## config.mk

```make
export PLATFORM = sky130hd
export DESIGN_NAME = uart_rx_fsm_flat
export DESIGN_NICKNAME = d
export VERILOG_FILES = /design/src/rtl/uart_rx_fsm_if.sv /design/src/rtl/uart_rx_fsm.sv /design/src/flat_wrapper.sv
export SDC_FILE = /design/constraint.sdc
export NUM_CORES = 1
export LEC_CHECK = 0
export CORE_ASPECT_RATIO = 0.5
export CORE_UTILIZATION = 44
export DETAILED_ROUTE_END_ITERATION = 7
export PLACE_DENSITY = 0.8
export SLEW_MARGIN = 0
export SYNTH_ARGS = -nofsm -noshare
export SYNTH_HDL_FRONTEND = slang
export SYNTH_SLANG_ARGS = --single-unit
```

## constraint.sdc

```tcl
create_clock -name clk -period 1.5 [get_ports clk]
set_input_delay 0.225 -clock clk [delete_from_list [all_inputs] [get_ports clk]]
set_output_delay 0.225 -clock clk [all_outputs]
set_load 0.01 [all_outputs]
```

## src/rtl/uart_rx_fsm_if.sv

```systemverilog
// Signal bundle between the UART receive FSM, its serial line, the bit-delay
// counter it programs, and the consumer of received words.
interface uart_rx_fsm_if;
    logic        rx;
    logic [16:0] dly_value;
    logic        dly_set;
    logic        dly_done;
    logic [7:0]  data_out;
    logic        data_valid;
    logic        parity_err;
    logic        frame_err;
    logic        busy;

    modport master (
        input  rx,
        input  dly_done,
        output dly_value,
        output dly_set,
        output data_out,
        output data_valid,
        output parity_err,
        output frame_err,
        output busy
    );

    modport slave (
        output rx,
        output dly_done,
        input  dly_value,
        input  dly_set,
        input  data_out,
        input  data_valid,
        input  parity_err,
        input  frame_err,
        input  busy
    );
endinterface

```

## src/rtl/uart_rx_fsm.sv

```systemverilog
// UART receive FSM: finds the start edge, times mid-bit samples through an
// external bit-delay counter, assembles an LSB-first word and flags errors.
module uart_rx_fsm #(
    parameter int CLKS_PER_BIT = 868,
    parameter int DATA_BITS    = 8,
    parameter int PARITY_EN    = 0,
    parameter int PARITY_ODD   = 0
) (
    input  logic          clk,
    input  logic          rst,
    uart_rx_fsm_if.master bus
);
    localparam logic [16:0] HALF_BIT_VAL   = 17'(CLKS_PER_BIT / 2 - 1);
    localparam logic [16:0] FULL_BIT_VAL   = 17'(CLKS_PER_BIT - 1);
    localparam logic [3:0]  LAST_BIT       = 4'(DATA_BITS - 1);
    localparam int          MSB            = DATA_BITS - 1;
    localparam logic        PARITY_ON      = (PARITY_EN != 0) ? 1'b1 : 1'b0;
    localparam logic        PARITY_ODD_BIT = (PARITY_ODD != 0) ? 1'b1 : 1'b0;

    typedef enum logic [2:0] {
        ST_IDLE   = 3'd0,
        ST_START  = 3'd1,
        ST_DATA   = 3'd2,
        ST_PARITY = 3'd3,
        ST_STOP   = 3'd4
    } state_t;

    // Upper bits of word are always zero, so they do not disturb the XOR.
    function automatic logic parity_mismatch(input logic [7:0] word,
                                             input logic       sample,
                                             input logic       odd);
        return (((^word) ^ sample) != odd) ? 1'b1 : 1'b0;
    endfunction

    state_t      state_r, state_s;
    logic        rx_meta_r, rx_sync_r, rx_dly_r;
    logic        fall_s;
    logic [7:0]  shift_r, shift_s;
    logic [3:0]  bit_cnt_r, bit_cnt_s;
    logic        par_mis_r, par_mis_s;
    logic [16:0] dly_value_r, dly_value_s;
    logic        dly_set_r, dly_set_s;
    logic [7:0]  data_out_r, data_out_s;
    logic        data_valid_r, data_valid_s;
    logic        parity_err_r, parity_err_s;
    logic        frame_err_r, frame_err_s;
    logic        busy_r;

    assign fall_s = ~rx_sync_r & rx_dly_r;

    // Two-flop synchronizer on rx plus one delay flop for edge detection.
    always_ff @(posedge clk or negedge rst) begin
        if (!rst) begin
            rx_meta_r <= 1'b1;
            rx_sync_r <= 1'b1;
            rx_dly_r  <= 1'b1;
        end else begin
            rx_meta_r <= bus.rx;
            rx_sync_r <= rx_meta_r;
            rx_dly_r  <= rx_sync_r;
        end
    end

    // Next-state and next-output decode; every sample point is a dly_done pulse.
    always_comb begin
        state_s      = state_r;
        shift_s      = shift_r;
        bit_cnt_s    = bit_cnt_r;
        par_mis_s    = par_mis_r;
        dly_value_s  = dly_value_r;
        dly_set_s    = 1'b0;
        data_out_s   = data_out_r;
        data_valid_s = 1'b0;
        parity_err_s = 1'b0;
        frame_err_s  = 1'b0;
        case (state_r)
            ST_IDLE: begin
                if (fall_s) begin
                    state_s     = ST_START;
                    dly_set_s   = 1'b1;
                    dly_value_s = HALF_BIT_VAL;
                end else begin
                    state_s = ST_IDLE;
                end
            end
            ST_START: begin
                if (bus.dly_done && !rx_sync_r) begin
                    bit_cnt_s   = 4'd0;
                    shift_s     = 8'd0;
                    par_mis_s   = 1'b0;
                    dly_set_s   = 1'b1;
                    dly_value_s = FULL_BIT_VAL;
                    state_s     = ST_DATA;
                end else if (bus.dly_done) begin
                    state_s = ST_IDLE;
                end else begin
                    state_s = ST_START;
                end
            end
            ST_DATA: begin
                if (bus.dly_done) begin
                    shift_s      = {1'b0, shift_r[7:1]};
                    shift_s[MSB] = rx_sync_r;
                    bit_cnt_s    = bit_cnt_r + 4'd1;
                    dly_set_s    = 1'b1;
                    if (bit_cnt_r == LAST_BIT) begin
                        state_s = PARITY_ON ? ST_PARITY : ST_STOP;
                    end else begin
                        state_s = ST_DATA;
                    end
                end else begin
                    state_s = ST_DATA;
                end
            end
            ST_PARITY: begin
                if (bus.dly_done) begin
                    par_mis_s = parity_mismatch(shift_r, rx_sync_r, PARITY_ODD_BIT);
                    dly_set_s = 1'b1;
                    state_s   = ST_STOP;
                end else begin
                    state_s = ST_PARITY;
                end
            end
            ST_STOP: begin
                if (bus.dly_done && rx_sync_r) begin
                    data_out_s   = shift_r;
                    data_valid_s = 1'b1;
                    parity_err_s = PARITY_ON & par_mis_r;
                    state_s      = ST_IDLE;
                end else if (bus.dly_done) begin
                    frame_err_s = 1'b1;
                    state_s     = ST_IDLE;
                end else begin
                    state_s = ST_STOP;
                end
            end
            default: begin
                state_s = ST_IDLE;
            end
        endcase
    end

    // State and registered outputs; busy tracks the state being entered.
    always_ff @(posedge clk or negedge rst) begin
        if (!rst) begin
            state_r      <= ST_IDLE;
            shift_r      <= 8'd0;
            bit_cnt_r    <= 4'd0;
            par_mis_r    <= 1'b0;
            dly_value_r  <= 17'd0;
            dly_set_r    <= 1'b0;
            data_out_r   <= 8'd0;
            data_valid_r <= 1'b0;
            parity_err_r <= 1'b0;
            frame_err_r  <= 1'b0;
            busy_r       <= 1'b0;
        end else begin
            state_r      <= state_s;
            shift_r      <= shift_s;
            bit_cnt_r    <= bit_cnt_s;
            par_mis_r    <= par_mis_s;
            dly_value_r  <= dly_value_s;
            dly_set_r    <= dly_set_s;
            data_out_r   <= data_out_s;
            data_valid_r <= data_valid_s;
            parity_err_r <= parity_err_s;
            frame_err_r  <= frame_err_s;
            busy_r       <= (state_s != ST_IDLE) ? 1'b1 : 1'b0;
        end
    end

    assign bus.dly_value  = dly_value_r;
    assign bus.dly_set    = dly_set_r;
    assign bus.data_out   = data_out_r;
    assign bus.data_valid = data_valid_r;
    assign bus.parity_err = parity_err_r;
    assign bus.frame_err  = frame_err_r;
    assign bus.busy       = busy_r;
endmodule

```

## src/flat_wrapper.sv

```systemverilog
// flat-port wrapper written by rule: the top's interface ports become plain ports
module uart_rx_fsm_flat 
#(
    parameter int CLKS_PER_BIT = 868,
    parameter int DATA_BITS    = 8,
    parameter int PARITY_EN    = 0,
    parameter int PARITY_ODD   = 0
)
  (clk, rst, bus_rx, bus_dly_done, bus_dly_value, bus_dly_set, bus_data_out, bus_data_valid, bus_parity_err, bus_frame_err, bus_busy);
  uart_rx_fsm_if bus_i ();
  input  logic clk;
  input  logic rst;
  input wire logic [$bits(bus_i.rx)-1:0] bus_rx;
  input wire logic [$bits(bus_i.dly_done)-1:0] bus_dly_done;
  output wire logic [$bits(bus_i.dly_value)-1:0] bus_dly_value;
  output wire logic [$bits(bus_i.dly_set)-1:0] bus_dly_set;
  output wire logic [$bits(bus_i.data_out)-1:0] bus_data_out;
  output wire logic [$bits(bus_i.data_valid)-1:0] bus_data_valid;
  output wire logic [$bits(bus_i.parity_err)-1:0] bus_parity_err;
  output wire logic [$bits(bus_i.frame_err)-1:0] bus_frame_err;
  output wire logic [$bits(bus_i.busy)-1:0] bus_busy;
  assign bus_i.rx = bus_rx;
  assign bus_i.dly_done = bus_dly_done;
  assign bus_dly_value = bus_i.dly_value;
  assign bus_dly_set = bus_i.dly_set;
  assign bus_data_out = bus_i.data_out;
  assign bus_data_valid = bus_i.data_valid;
  assign bus_parity_err = bus_i.parity_err;
  assign bus_frame_err = bus_i.frame_err;
  assign bus_busy = bus_i.busy;
  uart_rx_fsm #(.CLKS_PER_BIT(CLKS_PER_BIT), .DATA_BITS(DATA_BITS), .PARITY_EN(PARITY_EN), .PARITY_ODD(PARITY_ODD)) u_core (.clk(clk), .rst(rst), .bus(bus_i));
endmodule
```

==> results.yml <==
clock_network:
  clockRootBuffer: "clkbuf_8"
  hold_buffers: 0
  clockBufferDepth: 2
  path_clk_slew_ns: 0.06
  cts_buffers: 5
  clock_sinks: 33
  clk_latency_ns: 0.28
  cts_max_level: 2
  cts_tree: "built"
yosys:
  synthesis.area_mm2: 0.001506
  ys_types: 37
  ys_ff_latch: 33
  synth-async-reset-ratio_pct: 100.0
  synth_edf_count: 0
  ys.warnings.count: 0
  netlist_instances: 129
  yosysSeqAreaShare_pct: 55.07
  syn_area_per_cell_um2: 11.68
  synth_ff_type: "dfrtp_1"
power_and_ir_drop:
  power_density_mw_per_mm2: 1474
  irDropWorstVdd_uv: 561.8
  totalPowerFinal_mw: 2.804
  leakage_nw: 0.8813
critical_path:
  slowest_stage: "or3b_4"
  worstPathRequired_ns: 1.66
  critPathKind: "register to register"
  cp-end-kind: "register"
  r2r_setup_slack_ns: 0.001
  reg2reg_from: "u_core.state_r[1]"
  r2r_cells: 3
  start_kind: "register"
  cp.arrival_ns: 1.66
  cp_cell_sequence: "or3b_4 > nor2_8 > mux2_2"
  cp_slowest_stage_delay_ns: 0.46
  rr_endpoint: "u_core.bus.data_out[0]"
  crit_fanout: 5
timing:
  rsz0062_at_grt: "true"
  timing.fmax_mhz: 667.3
  finClkSkew_ns: 0.003954
  slew_violations: 0
  period_share_pct: 99.91
  timing.hold.ws_ns: 0.2989
  hold_violations: 0
  fin_tns_setup_ns: 0
  fin_crit_ns: 1.499
  setup-violations-final: 0
drt:
  viasPerCell: 5.144
  post-route-drc-count: 3
  antenna_left: 0
  dr.pass1.iters: 6
  wl_um: 2859
  drt_iter0_drc: 114
  vias: 1039
  wl_per_cell_um: 14.15
global_route:
  grt_max_degree: 34
  grt_use_total_pct: 16.83
  grt_pass1_vias: 942
  antenna_found_initial: 0
  grt_pass1_wl_um: 4595
  overflow: 0
final_layout:
  utilization_pct: 60.65
  stdcell_area_mm2: 0.001902
  syn2layout_area_growth_pct: 26.25
  n_antenna_cell: 0
  nets: 166
  drive_gt1_share_pct: 23.46
floorplan:
  fp.coreArea_mm2: 0.003136
  placementRows: 14
  fp.dieH_um: 43.38
  ios: 34
  dieArea_mm2: 0.003676
  initial_utilization_pct: 48.04
  die_x_um: 84.75
placement:
  dpl.hpwl_um: 1905
  gp_congestion: 0.8253
  postPlaceCellArea_mm2: 0.001777
  port_buffers: 23
run_status:
  violations: "DRC"
  status: "finished with violations"
hold_path:
  hold_path_class: "input port to async pin"
flow_run:
  drv_cap: 0
[sequential cells by signal, indices dropped and copies added, names as in the netlist]
register,flops
u_core.bus.dly_set,1
u_core.bus.data_valid,1
u_core.rx_dly_r,1
u_core.bus.frame_err,1
u_core.rx_meta_r,1
u_core.bus.dly_value,3
u_core.rx_sync_r,1
u_core.shift_r,8
u_core.bit_cnt_r,4
u_core.bus.data_out,8
u_core.bus.busy,1
u_core.state_r,3
[report_power, final]
group	switching [mW]	internal (mW)
sequential	0.140	1.10
combinational	0.409	0.442
clock	0.303	0.414
total	0.852	1.95
[cell families after synthesis]
family / after synthesis / synth area share (%)
compound gates: 22 / 9.635
xor+xnor: 1 / 0.5815
fa+ha+maj: 1 / 0.8304
buf+inv: 24 / 10.47
flops: 33 / 55.07
mux: 11 / 7.974
other cells: 1 / 0.2489
simple gates: 36 / 15.20
[per-layer routing]
layer / routed length, um / global-route usage (%) / part of all wire [%]
met5: 0 / 0 / 0
met4: 14 / 5.085 / 0.49
met3: 161 / 5.143 / 5.6
met2: 1356 / 28.29 / 47
met1: 1327 / 21.65 / 46
[through the flow]
| stage | setup slack (ns) | instances |
|---|---|---|
| final | 0.001350 | 202 |
| after global routing | -0.01672 | 202 |
| after CTS | 0.002028 | 200 |
| after detailed placement | -0.2152 | 192 |
| after global placement | -0.1673 | 192 |
| after floorplan | -0.01192 | 138 |
[synth_stat cells (2+ instances only)]
| master | n | area (um^2) |
|---|---|---|
| dfrtp_1 | 30 | 750.7 |
| buf_4 | 15 | 112.6 |
| nand2_1 | 15 | 56.30 |
| o21ai_0 | 9 | 45.04 |
| mux2_2 | 8 | 90.09 |
| o2bb2ai_1 | 4 | 35.03 |
| buf_2 | 3 | 15.01 |
| dfstp_2 | 3 | 78.83 |
| inv_1 | 3 | 11.26 |
| mux2i_1 | 3 | 30.03 |
| nand3_1 | 3 | 15.01 |
| a21oi_1 | 2 | 10.01 |
| clkbuf_1 | 2 | 7.510 |
| nand2b_1 | 2 | 12.51 |
| nand3b_1 | 2 | 15.01 |
| nand4b_1 | 2 | 17.52 |
| o211ai_1 | 2 | 15.01 |
| or3_1 | 2 | 12.51 |
[worst max path at each step]
stage                             end  depth (start not counted)               from  slack, ns
2_1_floorplan  u_core.bus.data_out[0]                          4  u_core.state_r[1]      -0.01
3_3_place_gp   u_core.bus.data_out[4]                          4       bus_dly_done      -0.17
3_5_place_dp   u_core.bus.data_out[5]                          4       bus_dly_done      -0.22
4_1_cts        u_core.bus.data_out[0]                          3  u_core.state_r[0]      0.002
5_1_grt           u_core.bit_cnt_r[3]                          6       bus_dly_done      -0.02
6_report       u_core.bus.data_out[0]                          3  u_core.state_r[1]      0.001
[worst max-delay path: cells and delay by family (launching register included)]
kind,cells,cell delay [ns]
simple gates,2,0.64
flops,1,0.38
mux,1,0.35
[cell type report]
class / count / area, um^2
tap: 40 / 50.05
timing repair buffer: 36 / 340.3
clock buffer: 7 / 96.34
sequential: 33 / 829.5
multi-input combinational: 82 / 569.3
fill: 240 / 1234
clock inverter: 1 / 5.005
inverter: 3 / 11.26
[timing repair]
action | in CTS | in global routing
gates resized for setup | 0 | 3
setup buffers | 0 | 1
endpoints found under the setup margin | 0 | 16
[layout by cell type, fill, tap and decap left out, types with 2 or more instances in the layout]
master	n
buf_4	12
o21ai_0	9
dfrtp_1	30
nand3_1	3
o2bb2ai_1	4
nand2_1	14
dfstp_2	3
nand4b_1	2
o211ai_1	2
nand3b_1	2
mux2_2	8
conb_1	10
nand2b_1	2
or3_1	2
a21oi_1	2
inv_1	3
mux2i_1	3
clkbuf_8	7
clkdlybuf4s50_1	23
Power figures use the tool's default switching activity.
==> RTL edit, RTL diff (config.mk and constraints unchanged) <==
`PARITY_EN` is set to 0 in 2 places; all go to 1.
--- a/src/rtl/uart_rx_fsm.sv
+++ b/src/rtl/uart_rx_fsm.sv
@@ -4,5 +4,5 @@
     parameter int CLKS_PER_BIT = 868,
     parameter int DATA_BITS    = 8,
-    parameter int PARITY_EN    = 0,
+    parameter int PARITY_EN    = 1,
     parameter int PARITY_ODD   = 0
 ) (
--- a/src/flat_wrapper.sv
+++ b/src/flat_wrapper.sv
@@ -4,5 +4,5 @@
     parameter int CLKS_PER_BIT = 868,
     parameter int DATA_BITS    = 8,
-    parameter int PARITY_EN    = 0,
+    parameter int PARITY_EN    = 1,
     parameter int PARITY_ODD   = 0
 )
Check against the original RTL: same outputs for any inputs over 10 cycles, from zero or initial values and one cycle with rst low; that may be too few to reach the edited logic, so the function may still have changed.
==> RTL edit against the unedited design <==
Worst setup slack improved by 50 ps; power increased by 20%; synthesized area increased by 4.0%; design area increased by 4.5%; count of clock-buffer cells in the layout decreased by 1; sequential cell count increased by 2; fmax increased by 3.4%; cell count increased by 2.5%; critical path type unchanged; wire length decreased by 7.6%.
==> RTL edit: results <==
[drt]
wl_per_cell_um = 12.8
vias_per_cell = 4.84
drt_iter0_drc = 47
drt-total-wl_um = 2640
firstDrtPassIters = 4

[clock_tree]
htreeDepth = 2

[final_layout]
n_fill_cell = 267
finalNetCount = 163
drive_gt1_share_pct = 23.3

[timing]
skew_ps = 9.24
whs_ps = 302

[placement]
dpl_cell_area_um2 = 1840
portBuffers = 24
dp_hpwl_um = 1790
gp_congestion = 0.889
placedCellCount = 197

[setup_path]
path_max_fanout = 9
cpMaxStageDelayCell = "dfstp_2"
slowest_delay_ps = 640
crit_family = "flip-flops"
r2r_start = "u_core.rx_sync_r$_DFF_PN1_"
arrival_ps = 1610
rrSetupSlack_ps = 50
reg2reg_depth = 4

[yosys]
synthTopCellsByArea = "dfrtp_1 (51%), buf_4 (7.7%), mux2_2 (6.5%)"
seq_area_frac_synth_pct = 56.2
ys_top_cells_by_count = "dfrtp_1 (32), buf_4 (16), nand2_1 (10)"
ys_types = 33
syn_area_per_cell_um2 = 12.3

[grt]
grt_first_pass_wirelength_um = 4440
grt_pass1_vias = 936
grt_max_degree = 36
antenna_found_initial = 0
grt_use_total_pct = 16.1

[pwr]
leakagePower_nw = 0.942
ir_drop_uv = 626

[run_status]
status = "complete, no violations"
RTL edit: cell type report:
class / instances / area share, %
Multi-Input combinational cell: 79 / 29.5
Clock buffer: 6 / 4.15
Inverter: 3 / 0.566
Sequential cell: 35 / 44.4
Tap cell: 48 / 3.02
Timing Repair Buffer: 34 / 16.7
Clock inverter: 2 / 1.76
RTL edit: repair_timing:
| action | CTS | global route |
|---|---|---|
| setup endpoints to repair | 1 | 3 |
| hold endpoints to repair | 0 | 0 |
| resized for setup | 0 | 6 |
| setup buffers | 1 | 1 |
| pin swaps | 0 | 4 |
RTL edit: through the flow:
stage          util [%]  setup slack [ps]  power, mW
2_1_floorplan         -               119       2.11
3_3_place_gp       57.7              -140       2.45
3_5_place_dp       57.7              -202       2.49
4_1_cts            61.6              14.5       3.37
5_1_grt            62.4              2.40       3.57
6_report           62.4              51.1       3.37
RTL edit: metal layers:
metal	global-route usage, %	up-vias	share of wire (%)
met2	24.9	36	44
met4	6.33	0	0.72
li1	-	480	-
met1	21.1	482	50
met5	0	-	0
met3	5.97	3	5.5
RTL edit: kinds of logic after synthesis:
logic type	synth area share [%]
AOI/OAI and AO/OA	9.11
other	0.239
xor gates and xnor gates	4.79
adders and majority gates	0.799
buffers and inverters	9.03
muxes	7.11
DFF	56.2
and+or+nand+nor	12.8
RTL edit: power by group:
group          internal (mW)  switching, mW  leakage [nW]  total (mW)
Sequential              1.18          0.214         0.452        1.39
Clock                  0.537          0.329        0.0612       0.867
Combinational          0.653          0.460         0.428        1.11
